--- src/rtl/ci_window_ctrl.sv ---
// ci_window_ctrl: streams raster pixels through four line buffers into a 5x5 window and registers CI maps.
// Define CI_FRAME_STATS_EN to add o_win_count and o_err_sticky.
module ci_window_ctrl #(
  parameter int WIDTH = 8,
  parameter int IMG_W = 64,
  parameter int IMG_H = 64
) (
  input  logic                  i_clk,
  input  logic                  i_rst,
  input  logic                  i_start,
  input  logic [WIDTH-1:0]      i_pixel,
  input  logic                  i_pixel_valid,
  output logic                  o_pixel_ready,
  output logic [25*WIDTH-1:0]   o_win,
  input  logic [24:0]           i_ci_bits,
  output logic [24:0]           o_ci_map,
  output logic                  o_ci_valid,
  input  logic                  i_ci_ready,
  output logic                  o_busy,
  output logic                  o_done
`ifdef CI_FRAME_STATS_EN
  ,
  output logic [$clog2((IMG_W-4)*(IMG_H-4)+1)-1:0] o_win_count,
  output logic                  o_err_sticky
`endif
);
  localparam int CW = $clog2(IMG_W);
  localparam int RW = $clog2(IMG_H);
  typedef enum logic [1:0] {IDLE, RUN, DRAIN} state_t;
  state_t state;
  logic [CW-1:0] col;
  logic [RW-1:0] row;
  logic win_valid, out_free, acc, take, col_last, row_last;
  logic [WIDTH-1:0] lb [4][IMG_W];
  logic [WIDTH-1:0] new_col [5];
  assign out_free      = !o_ci_valid || i_ci_ready;
  assign o_pixel_ready = state == RUN && (!win_valid || out_free);
  assign acc           = i_pixel_valid && o_pixel_ready;
  assign take          = win_valid && out_free;
  assign col_last      = col == CW'(IMG_W-1);
  assign row_last      = row == RW'(IMG_H-1);
  assign o_busy        = state != IDLE;
  // lb[3] holds the oldest row, so it feeds window row 0
  always_comb begin
    new_col[0] = lb[3][col];
    new_col[1] = lb[2][col];
    new_col[2] = lb[1][col];
    new_col[3] = lb[0][col];
    new_col[4] = i_pixel;
  end
  always_ff @(posedge i_clk)
    if (acc) begin
      lb[0][col] <= i_pixel;
      for (int i = 1; i < 4; i++) lb[i][col] <= lb[i-1][col];
    end
  always_ff @(posedge i_clk or posedge i_rst)
    if (i_rst) o_win <= '0;
    else if (acc)
      for (int r = 0; r < 5; r++) begin
        for (int c = 0; c < 4; c++) o_win[(r*5+c)*WIDTH +: WIDTH] <= o_win[(r*5+c+1)*WIDTH +: WIDTH];
        o_win[(r*5+4)*WIDTH +: WIDTH] <= new_col[r];
      end
  always_ff @(posedge i_clk or posedge i_rst)
    if (i_rst) begin
      state      <= IDLE;
      col        <= '0;
      row        <= '0;
      win_valid  <= 1'b0;
      o_ci_valid <= 1'b0;
      o_ci_map   <= '0;
      o_done     <= 1'b0;
    end else begin
      o_done <= 1'b0;
      if (acc) win_valid <= row >= RW'(4) && col >= CW'(4);
      else if (take) win_valid <= 1'b0;
      if (take) begin
        o_ci_map   <= i_ci_bits;
        o_ci_valid <= 1'b1;
      end else if (i_ci_ready) o_ci_valid <= 1'b0;
      case (state)
        IDLE: if (i_start) begin
          state <= RUN;
          col   <= '0;
          row   <= '0;
        end
        RUN: if (acc) begin
          col <= col_last ? '0 : col + 1'b1;
          if (col_last) row <= row_last ? '0 : row + 1'b1;
          if (col_last && row_last) state <= DRAIN;
        end
        DRAIN: if (!win_valid && !o_ci_valid) begin
          state  <= IDLE;
          o_done <= 1'b1;
        end
        default: state <= IDLE;
      endcase
    end
`ifdef CI_FRAME_STATS_EN
  always_ff @(posedge i_clk or posedge i_rst)
    if (i_rst) begin
      o_win_count  <= '0;
      o_err_sticky <= 1'b0;
    end else if (state == IDLE && i_start) begin
      o_win_count  <= '0;
      o_err_sticky <= 1'b0;
    end else begin
      if (o_ci_valid && i_ci_ready) o_win_count <= o_win_count + 1'b1;
      if (state == DRAIN && i_pixel_valid) o_err_sticky <= 1'b1;
    end
`endif
endmodule
--- config.mk ---
export PLATFORM = sky130hd
export DESIGN_NAME = ci_window_ctrl
export DESIGN_NICKNAME = d
export VERILOG_FILES = /design/src/rtl/ci_window_ctrl.sv
export SDC_FILE = /design/constraint.sdc
export NUM_CORES = 2
export LEC_CHECK = 0
export CAP_MARGIN = 20
export CORE_MARGIN = 5
export CORE_UTILIZATION = 36
export CTS_BUF_LIST = sky130_fd_sc_hd__clkbuf_4
export DETAILED_ROUTE_END_ITERATION = 7
export PLACE_DENSITY = 0.6
export SLEW_MARGIN = 20
export SYNTH_ARGS = -nofsm -noshare
export SYNTH_HDL_FRONTEND = slang
export SYNTH_SLANG_ARGS = --single-unit
export TNS_END_PERCENT = 10
--- constraint.sdc ---
create_clock -name i_clk -period 11.9 [get_ports i_clk]
set_clock_uncertainty 0.2 [all_clocks]
set_input_delay 1.785 -clock i_clk [delete_from_list [all_inputs] [get_ports i_clk]]
set_output_delay 1.785 -clock i_clk [all_outputs]
set_load 0.01 [all_outputs]
==> flow_summary.yaml <==
status:
  status: "complete, no violations"
power_and_ir_drop:
  peakVddDrop_mv: 0.277
  swShare_pct: 38.4
  seqPwrFrac_pct: 41.3
  leakage_nw: 34.7
  pwr-share-comb_pct: 35.4
  p_clk_share_pct: 23.3
  powerDensity_nw_per_um2: 279
  p_int_mw: 17.7
  p_switching_mw: 11.0
sta:
  setup_tns_ns: 0
  finalHoldViolations: 0
  period_share_pct: 54.4
  rsz0062_at_grt: "false"
  fmax_mhz: 155
  relSlewSlack_pct: 15.7
  tightest_slew_ns: 1.25
  setup_slack_ns: 5.43
  slew_violations: 0
  finalSetupViolations: 0
  hold_ws_ns: 0.271
  period_needed_ns: 6.47
logic_synthesis:
  synth_area_leaders: "edfxtp_1 70%, dfrtp_1 6.9%, mux4_2 4.9%"
  ys_types: 78
  synth_area_um2: 88300
  yosysMostFrequentCell: "edfxtp_1"
  syn_avg_cell_area_um2: 17.7
  synth_fp_nets: 5035
  synthCells: 4993
  ys.flop_type: "edfxtp_1"
  ys_seq_area_share_pct: 76.5
  synth.yosys.warnings: 0
  ys_seq_elements: 2290
  synthTopCellsByCount: "2048 x edfxtp_1, 607 x nand2_1, 242 x dfrtp_1"
  synth_top_area_share_pct: 69.6
  synth_edf_count: 2048
  synth_top_area_cell: "edfxtp_1"
  async_reset_ff_share_pct: 10.6
cts:
  cts.clk_slew.worst_paths_ns: 0.06
  cts_tree: "yes"
  cts_root_buf: "clkbuf_4"
  postCtsSetupBuffers: 0
  cts.repair.resized: 0
  clock_latency_ns: 1.36
  hold_buffers: 0
  cts_buffers: 604
  cts.htree.levels: 6
  cts_sinks: 2290
  clock_path_buffers: 4
die:
  coreArea_um2: 244000
  fp-row-count: 181
  die-area_um2: 255000
  die_h_um: 505
  num_io_pins: 267
  start_util_pct: 36.2
  die_w_um: 505
layout:
  num-nets-final: 5795
  fillCellCount: 21655
  regArea_um2: 67600
  drive_gt1_share_pct: 27.3
  finish.utilization_pct: 42.3
  syn2layout_area_growth_pct: 16.7
  multi_input_area_um2: 19700
drt:
  vias: 54429
  via_per_inst: 5.81
  drt-total-wl_mm: 296
  ant_nets: 0
  dr.first_iter.drc_count: 7716
  firstDrtPassIters: 8
  post-route-drc-count: 0
  wl_per_cell_um: 31.6
global_routing:
  grt_pass1_wl_mm: 413
  grt_pass1_vias: 53576
  grt-ovfl-total: 0
  grt_max_degree: 103
  antenna_found_initial: 33
  grt_usage_pct: 22.6
setup_path:
  cpMostUsedCell: "buf_4"
  critPathTopFamily: "buffers and inverters"
  start_kind: "register"
  crit_path_top_delay_cell: "dfrtp_4"
  end_kind: "register"
  crit_buf_inv: 4
  worstPathRequired_ns: 12.72
  path_max_fanout: 40
  cp.arrival_ns: 7.29
  max_stage_delay_ns: 0.84
  worstSetupPathType: "register to register"
  crit_chain: "buf_4 > and2_4 > buf_4 > buf_4 > a22oi_1 > o22ai_1 > a211oi_1 > nand2_2 > buf_4"
placement:
  hpwl_mm: 176
  gp_congestion: 0.916
  detailedPlace.worstSlack_ns: 5.81
  io_buffers: 266
run:
  maxCapViolations: 0
hold_path:
  hp-class: "register to register"
==> state kept, by name, summed over array words and instances, names as in the netlist <==
signal,flops
o_win,200
win_valid,1
o_ci_valid,1
row,6
col,6
o_ci_map,25
lb,2048
state,2
o_done,1
==> layout by cell type, fill, tap and decap left out, types with 24 or more instances in the layout <==
| cell type | count |
|---|---|
| a22oi_1 | 165 |
| a211oi_1 | 26 |
| clkbuf_4 | 889 |
| mux2i_1 | 195 |
| nor2_1 | 71 |
| o22ai_1 | 98 |
| nor2_4 | 67 |
| dfrtp_1 | 239 |
| a31oi_1 | 34 |
| nand2_1 | 600 |
| a21oi_1 | 81 |
| o21ai_0 | 87 |
| a22o_1 | 30 |
| mux2_2 | 213 |
| a221oi_1 | 178 |
| clkinv_1 | 72 |
| nand3_1 | 26 |
| o22a_1 | 24 |
| buf_4 | 205 |
| edfxtp_1 | 2048 |
| mux4_2 | 191 |
| clkdlybuf4s50_1 | 258 |
==> per-stage QoR <==
stage	power, mW	instances	area [µm²]
floorplan	16.7	4993	88300
global placement	21.8	8347	95600
detailed placement	22.0	8348	95600
CTS	28.6	9349	103000
global route	29.6	9352	103000
finish	28.7	9365	103000
==> metal layers <==
layer  wire length (µm)  part of all wire, %  GRT usage [%]
met2             133000                   45           33.5
met4              15100                  5.1           11.6
met3              39100                   13           7.97
met5                346                 0.12          0.657
met1             109000                   37           29.3
==> worst min-delay path, cell delays in order, from the launching register on <==
cell	delay (ns)
dfrtp_1	0.34
nand2_1	0.05
nand2_1	0.05
==> area by class of cell <==
class / count / share of cell area (%)
timing repair buffer: 481 / 4.21
sequential: 2290 / 65.6
clock buffer: 888 / 6.47
inverter: 10 / 0.0510
antenna: 15 / 0.0364
clock inverter: 113 / 0.634
multi-input combinational: 2366 / 19.1
tap: 3202 / 3.89
==> power groups by stage <==
stage / Combinational (mW) / Clock, mW / Sequential, mW
3_5_place_dp: 9.94 / 0 / 12.0
4_1_cts: 9.94 / 6.83 / 11.9
6_report: 10.2 / 6.70 / 11.9
5_1_grt: 10.4 / 7.30 / 11.9
2_1_floorplan: 4.60 / 0 / 12.1
3_3_place_gp: 9.78 / 0 / 12.0
==> path summary, 6_finish.rpt <==
kind | startpoint | end | slack, ns | depth (start not counted)
min reg2reg | o_win[121] | o_win[121] | 0.27 | 2
max in group asynchronous | i_rst | col[1] | 9.06 | 3
min | o_win[121] | o_win[121] | 0.27 | 2
max reg2reg | col[2] | lb[1][2] | 5.43 | 9
max | col[2] | lb[1][2] | 5.43 | 9
min in group asynchronous | i_rst | o_ci_map[21] | 0.80 | 2
==> cells by family (layout without fill, tap and decap cells) <==
group	after synthesis	in the layout	share of synthesized area, %
buffers and inverters	337	1492	1.99
multiplexers	602	602	9.87
adder cells (fa/ha/maj)	4	4	0.0567
other	0	15	0
flip-flops	2290	2290	76.5
AND/OR/NAND/NOR	894	894	4.30
AO/OA/AOI/OAI	863	863	7.26
XOR/XNOR	3	3	0.0298
(Power assumes the default switching activity.)
